**config.mk**
```make
export PLATFORM = sky130hd
export DESIGN_NAME = codec_cfg_seq_flat
export DESIGN_NICKNAME = d
export VERILOG_FILES = /design/src/rtl/codec_cfg_pkg.sv /design/src/rtl/codec_cfg_seq_if.sv /design/src/rtl/codec_cfg_seq_rom.sv /design/src/rtl/codec_cfg_seq.sv /design/src/flat_wrapper.sv
export SDC_FILE = /design/constraint.sdc
export NUM_CORES = 1
export LEC_CHECK = 0
export BUFFER_PORTS_ARGS = -buffer_cell sky130_fd_sc_hd__clkbuf_2
export CAP_MARGIN = 20
export CORE_MARGIN = 5
export CORE_UTILIZATION = 46
export CTS_BUF_LIST = sky130_fd_sc_hd__clkbuf_8 sky130_fd_sc_hd__clkbuf_16
export CTS_CLUSTER_SIZE = 14
export DETAILED_ROUTE_END_ITERATION = 7
export PLACE_DENSITY = 0.68
export SLEW_MARGIN = 20
export SYNTH_ARGS = -nofsm -noshare
export SYNTH_HDL_FRONTEND = slang
export SYNTH_SLANG_ARGS = --single-unit
```
**constraint.sdc**
```tcl
create_clock -name clk -period 1.8 [get_ports clk]
set_input_delay 0.36 -clock clk [delete_from_list [all_inputs] [get_ports clk]]
set_output_delay 0.36 -clock clk [all_outputs]
set_load 0.05 [all_outputs]
```
**src/rtl/codec_cfg_pkg.sv**
```systemverilog
// Shared types and the codec register table for the configuration sequencer.
// Latency: none (types and constants only).
// Backpressure: not applicable.
package codec_cfg_pkg;

    typedef enum logic [2:0] {
        ST_IDLE,
        ST_LOAD,
        ST_ISSUE,
        ST_WAIT,
        ST_GAP,
        ST_DONE,
        ST_ERROR
    } state_e;

    // One codec write: 7-bit register address and 9-bit value.
    typedef struct packed {
        logic [6:0] reg_addr;
        logic [8:0] reg_val;
    } cfg_entry_t;

    localparam int TABLE_LEN = 11;

    // Reset first, activate last; everything in between is the audio setup.
    localparam cfg_entry_t CFG_TABLE [TABLE_LEN] = '{
        '{7'd15, 9'h000},   // reset
        '{7'd0,  9'h017},   // left line in
        '{7'd1,  9'h017},   // right line in
        '{7'd2,  9'h079},   // left headphone
        '{7'd3,  9'h079},   // right headphone
        '{7'd4,  9'h012},   // analogue path
        '{7'd5,  9'h000},   // digital path
        '{7'd6,  9'h000},   // power down control
        '{7'd7,  9'h002},   // I2S, 16-bit, slave
        '{7'd8,  9'h000},   // sample rate
        '{7'd9,  9'h001}    // active
    };

    // Word presented to the I2C master: device byte then the register entry.
    function automatic logic [23:0] pack_i2c(input logic [7:0] dev, input cfg_entry_t e);
        return {dev, e};
    endfunction

endpackage

```
**src/rtl/codec_cfg_seq_if.sv**
```systemverilog
// I2C master handshake between the configuration sequencer and the I2C engine.
// Latency: wires only.
// Backpressure: the engine paces the sequencer through i2c_end; go is never held.
interface codec_cfg_seq_if;
    logic [23:0] i2c_data;
    logic        i2c_go;
    logic        i2c_end;
    logic        i2c_ack_err;

    // Sequencer side: launches transactions and waits for completion.
    modport master (
        output i2c_data,
        output i2c_go,
        input  i2c_end,
        input  i2c_ack_err
    );

    // I2C engine side: consumes the word and reports completion/NACK.
    modport slave (
        input  i2c_data,
        input  i2c_go,
        output i2c_end,
        output i2c_ack_err
    );
endinterface

```
**src/rtl/codec_cfg_seq_rom.sv**
```systemverilog
// Table lookup: entry index to {reg_addr, reg_val}.
// Latency: combinational.
// Backpressure: none.
module cfg_rom
    import codec_cfg_pkg::*;
(
    input  logic [3:0]  idx,
    output cfg_entry_t  entry
);

    // Indices past the end of the table read as a null entry.
    always_comb begin
        entry = '0;
        if (32'(idx) < TABLE_LEN) begin
            entry = CFG_TABLE[idx];
        end
    end

endmodule

```
**src/rtl/codec_cfg_seq.sv**
```systemverilog
// Walks the codec register table, one I2C write per entry, with retry on NACK/timeout.
// Latency: LOAD+ISSUE (2 cycles) to go, then master time, then GAP_CYCLES between writes.
// Backpressure: waits for i2c_end up to TIMEOUT_CYCLES; start is ignored while busy.
module codec_cfg_seq
    import codec_cfg_pkg::*;
#(
    parameter int          NUM_REGS       = 11,
    parameter logic [7:0]  DEV_ADDR       = 8'h34,
    parameter int          GAP_CYCLES     = 1000,
    parameter int          TIMEOUT_CYCLES = 200000,
    parameter int          MAX_RETRY      = 3
) (
    input  logic                    clk,
    input  logic                    reset_n,
    input  logic                    start,
    codec_cfg_seq_if.master         i2c,
    output logic                    busy,
    output logic                    done,
    output logic                    error,
    output logic [3:0]              reg_index
);

    // Counters only ever count up to their terminal value, never wrap.
    localparam int GAP_W = (GAP_CYCLES > 1)     ? $clog2(GAP_CYCLES)     : 1;
    localparam int TMO_W = (TIMEOUT_CYCLES > 1) ? $clog2(TIMEOUT_CYCLES) : 1;
    localparam int RTY_W = (MAX_RETRY > 0)      ? $clog2(MAX_RETRY + 1)  : 1;

    localparam logic [GAP_W-1:0] GAP_LAST = GAP_W'(GAP_CYCLES - 1);
    localparam logic [TMO_W-1:0] TMO_LAST = TMO_W'(TIMEOUT_CYCLES - 1);
    localparam logic [RTY_W-1:0] RTY_MAX  = RTY_W'(MAX_RETRY);
    localparam logic [3:0]       IDX_LAST = 4'(NUM_REGS - 1);

    state_e             state_q,   state_d;
    logic [3:0]         idx_q,     idx_d;
    logic [RTY_W-1:0]   retry_q,   retry_d;
    logic [GAP_W-1:0]   gap_cnt_q, gap_cnt_d;
    logic [TMO_W-1:0]   tmo_cnt_q, tmo_cnt_d;
    logic [23:0]        data_q,    data_d;
    logic               ok_q,      ok_d;
    logic               busy_q,    busy_d;
    logic               done_q,    done_d;
    logic               error_q,   error_d;

    cfg_entry_t         rom_entry;

    cfg_rom u_rom (
        .idx   (idx_q),
        .entry (rom_entry)
    );

    // Next-state and counter logic; a failed attempt either retries the same entry or gives up.
    always_comb begin
        state_d   = state_q;
        idx_d     = idx_q;
        retry_d   = retry_q;
        gap_cnt_d = gap_cnt_q;
        tmo_cnt_d = tmo_cnt_q;
        data_d    = data_q;
        ok_d      = ok_q;
        busy_d    = busy_q;
        done_d    = done_q;
        error_d   = error_q;

        case (state_q)
            ST_IDLE, ST_DONE, ST_ERROR: begin
                if (start) begin
                    state_d = ST_LOAD;
                    idx_d   = '0;
                    retry_d = '0;
                    ok_d    = 1'b0;
                    done_d  = 1'b0;
                    error_d = 1'b0;
                    busy_d  = 1'b1;
                end
            end
            ST_LOAD: begin
                data_d  = pack_i2c(DEV_ADDR, rom_entry);
                state_d = ST_ISSUE;
            end
            ST_ISSUE: begin
                tmo_cnt_d = '0;
                state_d   = ST_WAIT;
            end
            ST_WAIT: begin
                // A completion in the timeout cycle still counts as a completion.
                if (i2c.i2c_end && !i2c.i2c_ack_err) begin
                    retry_d = '0;
                    ok_d    = 1'b1;
                    if (idx_q == IDX_LAST) begin
                        state_d = ST_DONE;
                        done_d  = 1'b1;
                        busy_d  = 1'b0;
                    end else begin
                        state_d   = ST_GAP;
                        gap_cnt_d = '0;
                    end
                end else if (i2c.i2c_end || (tmo_cnt_q == TMO_LAST)) begin
                    if (retry_q < RTY_MAX) begin
                        retry_d   = retry_q + 1'b1;
                        ok_d      = 1'b0;
                        state_d   = ST_GAP;
                        gap_cnt_d = '0;
                    end else begin
                        state_d = ST_ERROR;
                        error_d = 1'b1;
                        busy_d  = 1'b0;
                    end
                end else begin
                    tmo_cnt_d = tmo_cnt_q + 1'b1;
                end
            end
            ST_GAP: begin
                if (gap_cnt_q == GAP_LAST) begin
                    state_d = ST_LOAD;
                    if (ok_q) begin
                        idx_d = idx_q + 4'd1;
                    end
                end else begin
                    gap_cnt_d = gap_cnt_q + 1'b1;
                end
            end
            default: begin
                state_d = ST_IDLE;
            end
        endcase
    end

    // State register with synchronous active-low reset; reset silently abandons any transaction.
    always_ff @(posedge clk) begin
        if (!reset_n) begin
            state_q   <= ST_IDLE;
            idx_q     <= '0;
            retry_q   <= '0;
            gap_cnt_q <= '0;
            tmo_cnt_q <= '0;
            data_q    <= '0;
            ok_q      <= 1'b0;
            busy_q    <= 1'b0;
            done_q    <= 1'b0;
            error_q   <= 1'b0;
        end else begin
            state_q   <= state_d;
            idx_q     <= idx_d;
            retry_q   <= retry_d;
            gap_cnt_q <= gap_cnt_d;
            tmo_cnt_q <= tmo_cnt_d;
            data_q    <= data_d;
            ok_q      <= ok_d;
            busy_q    <= busy_d;
            done_q    <= done_d;
            error_q   <= error_d;
        end
    end

    assign i2c.i2c_go   = (state_q == ST_ISSUE);
    assign i2c.i2c_data = data_q;
    assign busy         = busy_q;
    assign done         = done_q;
    assign error        = error_q;
    assign reg_index    = idx_q;

endmodule

```
**src/flat_wrapper.sv**
```systemverilog
// flat-port wrapper written by rule: the top's interface ports become plain ports
module codec_cfg_seq_flat import codec_cfg_pkg::*;
#(
    parameter int          NUM_REGS       = 11,
    parameter logic [7:0]  DEV_ADDR       = 8'h34,
    parameter int          GAP_CYCLES     = 1000,
    parameter int          TIMEOUT_CYCLES = 200000,
    parameter int          MAX_RETRY      = 3
)
  (clk, reset_n, start, busy, done, error, reg_index, i2c_i2c_data, i2c_i2c_go, i2c_i2c_end, i2c_i2c_ack_err);
  codec_cfg_seq_if i2c_i ();
  input  logic clk;
  input  logic reset_n;
  input  logic start;
  output logic busy;
  output logic done;
  output logic error;
  output logic [3:0] reg_index;
  output wire logic [$bits(i2c_i.i2c_data)-1:0] i2c_i2c_data;
  output wire logic [$bits(i2c_i.i2c_go)-1:0] i2c_i2c_go;
  input wire logic [$bits(i2c_i.i2c_end)-1:0] i2c_i2c_end;
  input wire logic [$bits(i2c_i.i2c_ack_err)-1:0] i2c_i2c_ack_err;
  assign i2c_i2c_data = i2c_i.i2c_data;
  assign i2c_i2c_go = i2c_i.i2c_go;
  assign i2c_i.i2c_end = i2c_i2c_end;
  assign i2c_i.i2c_ack_err = i2c_i2c_ack_err;
  codec_cfg_seq #(.NUM_REGS(NUM_REGS), .DEV_ADDR(DEV_ADDR), .GAP_CYCLES(GAP_CYCLES), .TIMEOUT_CYCLES(TIMEOUT_CYCLES), .MAX_RETRY(MAX_RETRY)) u_core (.clk(clk), .reset_n(reset_n), .start(start), .i2c(i2c_i), .busy(busy), .done(done), .error(error), .reg_index(reg_index));
endmodule
```
# After elaboration in Yosys (flattened, before gate mapping)
# Memory sizes are Yosys's and may differ from the RTL's.
# Cells that the tools add are included.
[word_totals]
romBits = 256
ramBits = 0
register_bits = 58
latch_bits = 0
output_inout_bits = 32
word_cells = 106
n_memories = 1
[memory_table]
columns = ["memory", "depth", "word_bits", "read_ports", "rd_clocked_by_memory_dff", "wr", "line", "text"]
rows = [
  ["(name not given)", 16, 16, 1, 0, 0, "codec_cfg_seq_rom.sv:15", "entry = CFG_TABLE[idx];"],
]
[op_classes]
multipliers = 0
bitwise_logic = 1
n_eq_ne = 24
order_cmp = 3
addsub = 4
shift = 0
div = 0
n_mux = 46
reduce_logical = 17
[ops]
columns = ["operator", "count"]
rows = [
  ["$mux W10", 5],
  ["$mux W16", 3],
  ["$mux W18", 2],
  ["$pmux W18 S2", 1],
  ["$pmux W10 S2", 1],
  ["$add A18 B1 Y18 const B", 1],
  ["$eq A18 B18 Y1 const B", 1],
  ["$mux W1", 15],
  ["$pmux W3 S5", 1],
  ["$reduce_and A5 Y1", 3],
  ["$mux W3", 4],
  ["$mux W4", 3],
  ["$reduce_and A4 Y1", 3],
  ["$add A10 B1 Y10 const B", 1],
  ["$eq A10 B10 Y1 const B", 1],
  ["$mux W2", 5],
  ["$ne A2 B1 Y1 const B", 5],
  ["$ne A2 B2 Y1 const B", 5],
  ["$eq A3 B3 Y1 const B", 3],
  ["$pmux W1 S2", 4],
  ["$pmux W4 S2", 1],
  ["$reduce_bool A2 Y1", 4],
  ["$eq A3 B2 Y1 const B", 2],
  ["$ne A3 B1 Y1 const B", 2],
  ["17 further kinds", 19],
]

# Longest topological paths before layout
# Gate-level depths: netlist of the first run.
[depth]
ltp_word = 5
mapped_depth = 8

# By module
# A second synthesis of the first run with hierarchy kept.
[hier_totals]
cells_unflattened = 404
area_unflattened_um2 = 3250.6
[modules_own_cells]
columns = ["mod", "area_each_um2", "n_inst", "cells_per_inst", "seq_area_each_um2"]
rows = [
  ["codec_cfg_seq", 2925.3, 1, 359, 1161.1],
  ["cfg_rom", 325.3, 1, 45, 0.0],
]

# Worst setup path before layout of the first run
# OpenSTA, ideal clock, no wires.
[synth_timing]
kind = "reg-to-reg"
startpoint = "reg u_core.idx_q[1] (netlist: u_core.reg_index[1])"
endpoint = "reg u_core.gap_cnt_q[7]"
path_stages_with_launch = 7
path_buffers = 0
arrival_time_ns = 1.863
path_slack_ns = -0.149
setup_ns = 0.086
cell_sequence = "dfxtp_1 ha_1 nand2_1 or3_1 a21oi_2 nor2_4 a211oi_1"
[synth_between]
elab_chain_cells = 3
[synth_rtl]
columns = ["item", "line", "text"]
rows = [
  ["start, declared", "codec_cfg_seq.sv:34", "logic [3:0] idx_q, idx_d;"],
  ["start signal, assigned", "codec_cfg_seq.sv:143", "idx_q <= idx_d;"],
  ["$eq A4 B4 Y1", "codec_cfg_seq.sv:89", "if (idx_q == IDX_LAST) begin"],
  ["$ne A3 B3 Y1 (no line)", "n/a", ""],
  ["$reduce_and A5 Y1 (no line)", "n/a", ""],
  ["end signal, assigned", "codec_cfg_seq.sv:145", "gap_cnt_q <= gap_cnt_d;"],
  ["end, declared", "codec_cfg_seq.sv:36", "logic [GAP_W-1:0] gap_cnt_q, gap_cnt_d;"],
]
# Every way passes these cells.
# A chain may end at the register's enable or synchronous reset.

# Worst setup path in the final report of the first run
[layout_timing]
startpoint = "reg u_core.tmo_cnt_q[0]"
endpoint = "reg u_core.gap_cnt_q[1]"
[layout_between]
elab_chain_cells = 4
[layout_rtl]
columns = ["item", "line", "text"]
rows = [
  ["start, declared", "codec_cfg_seq.sv:37", "logic [TMO_W-1:0] tmo_cnt_q, tmo_cnt_d;"],
  ["start signal, assigned", "codec_cfg_seq.sv:146", "tmo_cnt_q <= tmo_cnt_d;"],
  ["$eq A18 B18 Y1", "codec_cfg_seq.sv:97", "end else if (i2c.i2c_end || (tmo_cnt_q == TMO_LAST)) begin"],
  ["$logic_or A1 B1 Y1", "codec_cfg_seq.sv:97", ""],
  ["$ne A3 B1 Y1 (no line)", "n/a", ""],
  ["$reduce_and A5 Y1 (no line)", "n/a", ""],
]
# Every way passes these cells.

==> results.py, run 1 <==
metrics = {
    "outcome": {
        "status": "finished clean",
    },
    "critical_path": {
        "arrival_ps": 1950,
        "critPathKind": "flip-flop to flip-flop",
        "worstReg2RegStart": "u_core.tmo_cnt_q[0]",
        "critPathMaxFanout": 8,
        "rr_worst_depth": 6,
        "cp.required_ps": 2030,
        "rrSetupSlack_ps": 90,
        "cp-end-kind": "flip-flop",
        "r2r-end": "u_core.gap_cnt_q[1]",
        "cp-start-kind": "flip-flop",
    },
    "pwr": {
        "p_total_mw": 2.76,
        "p_per_area_mw_per_mm2": 765,
        "cellLeakagePower_nw": 1.37,
        "seqPwrFrac": 0.434,
        "power_switching_share": 0.305,
        "power.share.clock": 0.340,
        "power_switching_mw": 0.840,
        "comb_power_share": 0.226,
        "ir_drop_mv": 0.436,
        "intPower_mw": 1.92,
    },
    "cells_and_area": {
        "fin_util": 0.578,
        "diodes": 0,
        "areaGrowthSynthToFinish_pct": 24.1,
        "num-nets-final": 428,
        "drive_above_1_share": 0.288,
        "fin_area_mm2": 0.00360,
    },
    "logic_synthesis": {
        "synth_commonest_cells": "dfxtp_1 (51), nand2_1 (35), nor2_1 (33), a21oi_1 (29), o21ai_0 (20)",
        "synth.distinct_cells": 61,
        "synth_area_mm2": 0.00291,
        "synth_top_area_cell": "dfxtp_1",
        "syn_inst": 359,
        "synth_top_area_frac": 0.351,
        "synth_edf_count": 0,
        "ys.flop_type": "dfxtp_1",
        "synth_most_common_cell": "dfxtp_1",
        "synth.area.top_cells": "dfxtp_1 (35%), a21oi_1 (5.0%), nand2_1 (4.5%)",
        "avgSynthCellArea_um2": 8.09,
        "async_flop_share": 0,
        "synth_seq_cells": 51,
        "ys_seq_area_frac": 0.351,
        "synth_warnings": 0,
    },
    "drt": {
        "drt_iter0_drc": 128,
        "drt-total-wl_mm": 6.77,
        "dr.pass1.iters": 4,
        "num_vias": 2703,
        "routedWlPerCell_um": 13.7,
        "ant_nets": 0,
        "drc": 0,
        "routed_via_density": 5.48,
    },
    "sta": {
        "slew_violations": 0,
        "fin_ws_ps": 87.2,
        "skew_ps": 8.54,
        "finalHoldViolations": 0,
        "min_period_ps": 1710,
        "post-route-period-util": 0.952,
        "rsz0062_at_grt": "yes",
        "max_freq_mhz": 584,
        "setup_viol": 0,
    },
    "clock_tree": {
        "clock_latency_ps": 310,
        "cts_buffers": 5,
        "clock-root-buffer": "clkbuf_8",
        "cts_max_level": 2,
        "clk_path_buf_depth": 2,
        "cts_tree": "done",
        "path_clk_slew_ps": 90,
        "clkSinkCount": 51,
        "hold_buffers": 0,
    },
    "floorplan": {
        "ios": 37,
        "coreArea_mm2": 0.00624,
        "die_y_um": 89.5,
        "dieArea_mm2": 0.00800,
        "initial_core_util": 0.466,
        "die_w_um": 89.5,
        "row_count": 29,
    },
    "placement": {
        "dp_hpwl_mm": 5.08,
        "dpl_worst_slack_ps": -54.9,
        "gp_congestion": 0.849,
        "port_buffers": 26,
        "place_area_mm2": 0.00331,
    },
    "hold_path": {
        "hold_path.startpoint": "reset_n",
        "min_path_cells": 2,
        "hp-class": "input port to flip-flop",
        "whs_endpoint": "u_core.tmo_cnt_q[0]",
    },
    "global_route": {
        "grt_pass1_vias": 2482,
        "overflow": 0,
        "grt_max_degree": 19,
        "grt_pass1_wl_mm": 11.2,
        "antenna_found_initial": 0,
        "grt_use_total": 0.175,
    },
    "job": {
        "drv_cap": 0,
    },
}
-- state kept, by name, indices dropped and copies added, names as in the netlist --
register,flops
u_core.busy,1
u_core.state_q,3
u_core.done,1
u_core.reg_index,4
u_core.tmo_cnt_q,18
u_core.error,1
u_core.retry_q,2
u_core.gap_cnt_q,10
u_core.ok_q,1
u_core.i2c.i2c_data,10
-- power by group through the flow --
stage                     combinational, mW  clock, mW  sequential [mW]
after detailed placement              0.608          0             1.22
after CTS                             0.615      0.955             1.20
after global placement                0.602          0             1.22
after global routing                  0.683       1.00             1.20
final                                 0.625      0.937             1.20
after floorplan                       0.361          0             1.33
-- repair_timing --
| action | CTS | global route |
|---|---|---|
| buffers inserted | 1 | 0 |
| gates resized for setup | 5 | 34 |
| gates cloned | 0 | 0 |
| endpoints found under the setup margin | 5 | 29 |
| hold endpoints to repair | 0 | 0 |
| pin swaps | 2 | 9 |
-- worst max-delay path by stage --
stage | startpoint | to | slack, ps | depth (start not counted)
floorplan | u_core.tmo_cnt_q[0] | u_core.tmo_cnt_q[16] | 30 | 6
global placement | u_core.gap_cnt_q[1] | u_core.state_q[2] | -30 | 6
detailed placement | u_core.gap_cnt_q[1] | u_core.state_q[2] | -50 | 6
CTS | u_core.gap_cnt_q[1] | u_core.state_q[2] | -0.6 | 6
global route | u_core.tmo_cnt_q[5] | u_core.tmo_cnt_q[11] | -40 | 7
finish | u_core.tmo_cnt_q[0] | u_core.gap_cnt_q[1] | 90 | 6
-- cells by family (layout without fill, tap and decap cells) --
kind of cell	count (synthesis)	in the layout	synth area share
other	1	10	0.00129
muxes	8	8	0.0280
xor gates and xnor gates	9	9	0.0271
buffers and inverters	43	91	0.0767
AOI/OAI and AO/OA	97	97	0.222
adders and majority gates	8	8	0.0345
DFF	51	51	0.351
and+or+nand+nor	142	142	0.259
-- critical path: stages, from the launching register on --
cell and delay (ps):
dfxtp_2 350, ha_1 160, and4_4 230, nand3_4 160, o21a_2 310, nor2_4 210
mux2i_1 210
-- through the flow --
step | setup TNS, ps | instances | hold slack (ps)
finish | 0 | 493 | 316
detailed placement | -54.9 | 484 | 448
floorplan | 0 | 368 | 438
global placement | -29.8 | 484 | 446
global route | -102 | 493 | 317
CTS | -0.594 | 493 | 316
-- cell usage in the layout (no fill, tap or decap), drive strengths merged, types with 4 or more instances in the layout --
master  count
inv        16
o31ai       5
mux2i       7
nor2       35
clkbuf     31
nand4       4
nand3      13
nand2      35
xnor2       4
o21ai      23
o21a        4
a21oi      30
or4         4
ha          8
or3        10
and3        6
o211ai     11
a211oi      5
buf        42
dfxtp      51
nor4        4
nor3       15
conb       10
a31oi       5
xor2        5
-- per-layer routing --
layer	routed length, um	track usage	part of all wire
met3	234	0.0295	0.035
met1	3330	0.250	0.49
met2	3140	0.275	0.46
met4	67	0.0379	0.0099
met5	0	0	0
-- layout make-up --
| class | count | area (um^2) |
|---|---|---|
| fill | 560 | 2640 |
| multi-input combinational | 274 | 1820 |
| sequential | 51 | 1040 |
| timing repair buffer | 68 | 458 |
| tap | 77 | 96.3 |
| clock buffer | 5 | 68.8 |
| clock inverter | 3 | 63.8 |
| inverter | 15 | 56.3 |
No activity file was read; power rests on OpenSTA's default activity.
==> run 2: changes to the inputs <==
CORE_MARGIN = 10   (was 5)
==> results.py, run 2 (same netlist as run 1, synthesis figures left out) <==
metrics = {
    "clock_tree": {
        "clock-root-buffer": "clkbuf_8",
        "clock_latency_ps": 310,
        "clkSinkCount": 51,
        "cts_tree": "done",
        "cts_buffers": 5,
        "cts_max_level": 2,
        "path_clk_slew_ps": 100,
        "clk_path_buf_depth": 2,
    },
    "critical_path": {
        "arrival_ps": 1980,
        "cp_slowest_cell": "dfxtp_2",
        "critPathKind": "flip-flop to flip-flop",
        "crit_top_cell": "buf_4",
        "path_cells": "ha_2 -> and4_4 -> nand3_4 -> buf_4 -> buf_4 -> o211ai_1 -> xor2_1 -> nor2_1",
        "cp.required_ps": 2010,
        "cp-end-kind": "flip-flop",
        "cp-start-kind": "flip-flop",
        "r2r-end": "u_core.tmo_cnt_q[2]",
        "worstReg2RegStart": "u_core.tmo_cnt_q[0]",
        "crit_path_max_incr_delay_ps": 340,
        "critPathMaxFanout": 8,
        "rrSetupSlack_ps": 30,
        "rr_worst_depth": 8,
    },
    "cells_and_area": {
        "final_cell_mix": "dfxtp_1 (41), buf_4 (39), nor2_1 (33), nand2_1 (33), a21oi_1 (27)",
        "top_register": "u_core.tmo_cnt_q",
        "largest_reg_flops": 18,
        "areaGrowthSynthToFinish_pct": 21.5,
        "diodes": 0,
        "num-nets-final": 426,
        "regArea_mm2": 0.00104,
        "fill_cells": 549,
        "fin_area_mm2": 0.00353,
        "drive_above_1_share": 0.287,
        "multiInputGateArea_mm2": 0.00181,
        "final_common_cell": "dfxtp_1",
    },
    "placement": {
        "port_buffers": 26,
        "dpl_worst_slack_ps": -33.4,
        "gp_congestion": 0.878,
        "dp_hpwl_mm": 5.13,
        "place_area_mm2": 0.00326,
    },
    "sta": {
        "post-route-period-util": 0.983,
        "fin_hold_ws_ps": 457,
        "setup_viol": 0,
        "fin_ws_ps": 31.1,
        "skew_ps": 7.10,
        "rsz0062_at_grt": "yes",
        "max_freq_mhz": 565,
        "finalHoldViolations": 0,
        "min_period_ps": 1770,
        "slew_violations": 0,
    },
    "floorplan": {
        "row_count": 28,
        "coreArea_mm2": 0.00603,
        "die_w_um": 99.5,
        "dieArea_mm2": 0.00989,
        "die_y_um": 99.5,
        "ios": 37,
        "initial_core_util": 0.482,
    },
    "global_route": {
        "grt_pass1_wl_mm": 11.7,
        "antenna_found_initial": 0,
        "overflow": 0,
        "grt_pass1_vias": 2487,
        "grt_use_total": 0.138,
        "grt_max_degree": 19,
    },
    "drt": {
        "met2_length_mm": 3.32,
        "drt_iter0_drc": 164,
        "drt-total-wl_mm": 7.08,
        "ant_nets": 0,
        "wl_met1_mm": 3.31,
        "routed_via_density": 5.53,
        "dr_wl_met3_um": 341,
        "num_vias": 2704,
        "dr.pass1.iters": 4,
        "drc": 0,
        "routedWlPerCell_um": 14.5,
        "topRoutingLayerUsed": "met4",
    },
    "pwr": {
        "ir_drop_mv": 0.422,
        "cellLeakagePower_nw": 1.33,
        "p_per_area_mw_per_mm2": 702,
    },
    "hold_path": {
        "whs_endpoint": "u_core.i2c.i2c_data[0]",
        "hp-class": "flip-flop to flip-flop",
        "min_path_cells": 2,
        "hold_path.startpoint": "u_core.i2c.i2c_data[0]",
    },
    "job": {
        "drv_cap": 0,
    },
    "outcome": {
        "status": "finished clean",
    },
}
-- run 2: cell type report --
cell class / instances / area share
Multi-Input combinational cell: 274 / 0.513
Sequential cell: 51 / 0.295
Timing Repair Buffer: 66 / 0.125
Clock inverter: 3 / 0.00461
Clock buffer: 5 / 0.0195
Inverter: 15 / 0.0159
Tap cell: 75 / 0.0266
-- run 2: power by group --
part / switching, mW / internal (mW)
sequential: 0.0255 / 1.16
clock: 0.399 / 0.267
combinational: 0.429 / 0.196
total: 0.853 / 1.63
-- run 2: per-stage QoR --
| stage | utilization | total power, mW | cells | setup TNS [ps] |
|---|---|---|---|---|
| finish | 0.586 | 2.48 | 489 | 0 |
| global route | 0.586 | 2.59 | 489 | -192 |
| CTS | 0.560 | 2.48 | 484 | 0 |
| detailed placement | 0.541 | 1.82 | 476 | -75.6 |
| global placement | 0.541 | 1.81 | 476 | -108 |
| floorplan | - | 1.69 | 368 | 0 |
-- run 2: timing repair --
| item | in CTS | in global routing |
|---|---|---|
| pin swaps | 1 | 10 |
| setup buffers | 0 | 5 |
| setup endpoints to repair | 8 | 32 |
| hold buffers | 0 | 0 |
| gates resized for setup | 8 | 33 |
-- run 2: how the worst max path moves through the flow --
stage               depth (start not counted)                    to                start  slack (ps)
global route                                8   u_core.tmo_cnt_q[2]  u_core.tmo_cnt_q[0]         -40
global placement                            6     u_core.state_q[2]  u_core.gap_cnt_q[5]         -90
floorplan                                   6  u_core.tmo_cnt_q[16]  u_core.tmo_cnt_q[0]          30
detailed placement                          6     u_core.state_q[2]  u_core.gap_cnt_q[5]         -30
finish                                      8   u_core.tmo_cnt_q[2]  u_core.tmo_cnt_q[0]          30
CTS                                         7     u_core.state_q[2]  u_core.gap_cnt_q[1]           5
-- run 2: layer usage --
| metal | up-vias | track usage |
|---|---|---|
| met5 | - | 0 |
| met4 | 0 | 0.0452 |
| met3 | 9 | 0.0318 |
| met2 | 51 | 0.219 |
| met1 | 1257 | 0.178 |
| li1 | 1387 | - |
-- run 2: critical path, delay by kind of cell (launching register included) --
kind	cells	cell delay (ps)
adders and majority gates	1	180
xor gates and xnor gates	1	170
buffers and inverters	2	310
DFF	1	340
and+or+nand+nor	3	460
AOI/OAI and AO/OA	1	200
==> run 3: changes to the inputs <==
==> constraint.sdc (replaced) <==
create_clock -name clk -period 1.8 [get_ports clk]
set_input_delay 0.09 -clock clk [delete_from_list [all_inputs] [get_ports clk]]
set_output_delay 0.09 -clock clk [all_outputs]
set_load 0.05 [all_outputs]
==> results.py, run 3 (same netlist as run 1, synthesis figures left out) <==
metrics = {
    "drt": {
        "drt_iter0_drc": 82,
        "ant_nets": 0,
        "drt-total-wl_mm": 7.69,
        "routed_via_density": 5.67,
        "dr.pass1.iters": 4,
        "num_vias": 2784,
        "routedWlPerCell_um": 15.7,
        "drc": 0,
    },
    "critical_path": {
        "critPathMaxFanout": 8,
        "arrival_ps": 1940,
        "cp-start-kind": "flip-flop",
        "critPathTopFamily": "compound AO/OA/AOI/OAI gates",
        "cp-end-kind": "flip-flop",
        "cp.required_ps": 2020,
        "crit_path_max_incr_delay_ps": 440,
        "path_cells": "or3b_4 -> o31a_4 -> a21oi_4 -> nor2_4 -> a211oi_1",
        "critPathKind": "flip-flop to flip-flop",
        "path_buf_inv": 0,
        "cp_slowest_cell": "or3b_4",
    },
    "clock_tree": {
        "clock_latency_ps": 310,
        "clkSinkCount": 51,
        "hold_buffers": 0,
        "cts_buffers": 5,
        "clock-root-buffer": "clkbuf_8",
        "cts_tree": "done",
        "clk_path_buf_depth": 2,
        "path_clk_slew_ps": 90,
        "cts_max_level": 2,
    },
    "global_route": {
        "overflow": 0,
        "grt_pass1_wl_mm": 12.6,
        "grt_use_total": 0.149,
        "antenna_found_initial": 0,
        "grt_max_degree": 19,
        "grt_pass1_vias": 2659,
    },
    "hold_path": {
        "hp-class": "input port to flip-flop",
    },
    "cells_and_area": {
        "top_register": "u_core.tmo_cnt_q",
        "fin_area_mm2": 0.00357,
        "final_cell_mix": "buf_4 (41), dfxtp_1 (41), nor2_1 (33), nand2_1 (33), a21oi_1 (29)",
        "diodes": 0,
        "num-nets-final": 428,
        "areaGrowthSynthToFinish_pct": 23.0,
        "fin_cells": 491,
        "drive_above_1_share": 0.279,
        "fin_util": 0.593,
        "largest_reg_flops": 18,
    },
    "placement": {
        "dp.cells": 476,
        "place_area_mm2": 0.00326,
        "dp_hpwl_mm": 5.42,
        "port_buffers": 26,
        "gp_congestion": 0.848,
    },
    "floorplan": {
        "initial_core_util": 0.482,
        "coreArea_mm2": 0.00603,
        "dieArea_mm2": 0.00989,
        "row_count": 28,
        "ios": 37,
        "die_w_um": 99.5,
        "die_y_um": 99.5,
    },
    "sta": {
        "min_period_ps": 1720,
        "max_freq_mhz": 581,
        "skew_ps": 9.99,
        "finalHoldViolations": 0,
        "tns_ps": 0,
        "setup_viol": 0,
        "post-route-period-util": 0.956,
        "slew_violations": 0,
        "rsz0062_at_grt": "yes",
    },
    "outcome": {
        "status": "finished clean",
    },
    "job": {
        "drv_cap": 0,
    },
    "pwr": {
        "cellLeakagePower_nw": 1.36,
        "p_per_area_mw_per_mm2": 777,
        "ir_drop_mv": 0.437,
    },
}
## run 3: cell count changes in the layout (fill, tap and decap cells not counted), moves of 2 or more
| cell | change |
|---|---|
| a21oi_1 | +2 |
| a21oi_2 | -2 |
| buf_4 | +2 |
| bufinv_16 | +2 |
| dfxtp_2 | +2 |
| dfxtp_4 | -2 |
## run 3: layout make-up
| cell class | instances | area (um^2) |
|---|---|---|
| inverters | 15 | 56.3 |
| well taps | 75 | 93.8 |
| clock buffers | 5 | 68.8 |
| flip-flops and latches | 51 | 1040 |
| repair buffers | 67 | 438 |
| clock inverters | 3 | 63.8 |
| fillers | 559 | 2450 |
| multi-input cells | 275 | 1820 |
## run 3: per-layer routing
metal  up-vias  global-route usage  wire length [um]
li1       1395                   -                 -
met1      1325               0.187              3490
met2        55               0.253              3740
met3         9              0.0311               365
met4         0              0.0397                89
met5         -                   0                 0
## run 3: worst reg2reg max path, stage by stage, from the launching register on
cell	delay, ps
dfxtp_1	360
or3b_4	440
o31a_4	380
a21oi_4	180
nor2_4	90
a211oi_1	200
## run 3: worst paths after layout
path / depth (start not counted) / slack [ps] / endpoint / startpoint
hold reg to reg: 2 / 460 / u_core.i2c.i2c_data[0] / u_core.i2c.i2c_data[0]
setup reg to reg: 5 / 80 / u_core.gap_cnt_q[7] / u_core.gap_cnt_q[3]
setup / recovery: 5 / 80 / u_core.gap_cnt_q[7] / u_core.gap_cnt_q[3]
hold / removal: 3 / 170 / u_core.tmo_cnt_q[1] / reset_n
## run 3: timing repair
item | CTS | global route
gates cloned | 0 | 1
endpoints found under the setup margin | 12 | 31
pin swaps | 2 | 10
gates resized for setup | 8 | 24
buffers inserted | 1 | 5
## run 3: through the flow
stage | setup WS [ps] | power, mW | hold slack, ps
2_1_floorplan | 34.4 | 1.69 | 336
3_3_place_gp | -80.2 | 1.82 | 448
3_5_place_dp | -131 | 1.83 | 450
4_1_cts | -4.94 | 2.77 | 167
6_report | 79.9 | 2.78 | 169
5_1_grt | -73.8 | 2.87 | 204
## run 3: where the power goes
group | total, mW | leakage, nW | internal, mW | switching, mW
Clock | 0.947 | 0.0695 | 0.550 | 0.397
Combinational | 0.631 | 0.876 | 0.197 | 0.434
Sequential | 1.20 | 0.418 | 1.17 | 0.0314
Total | 2.78 | 1.36 | 1.91 | 0.862
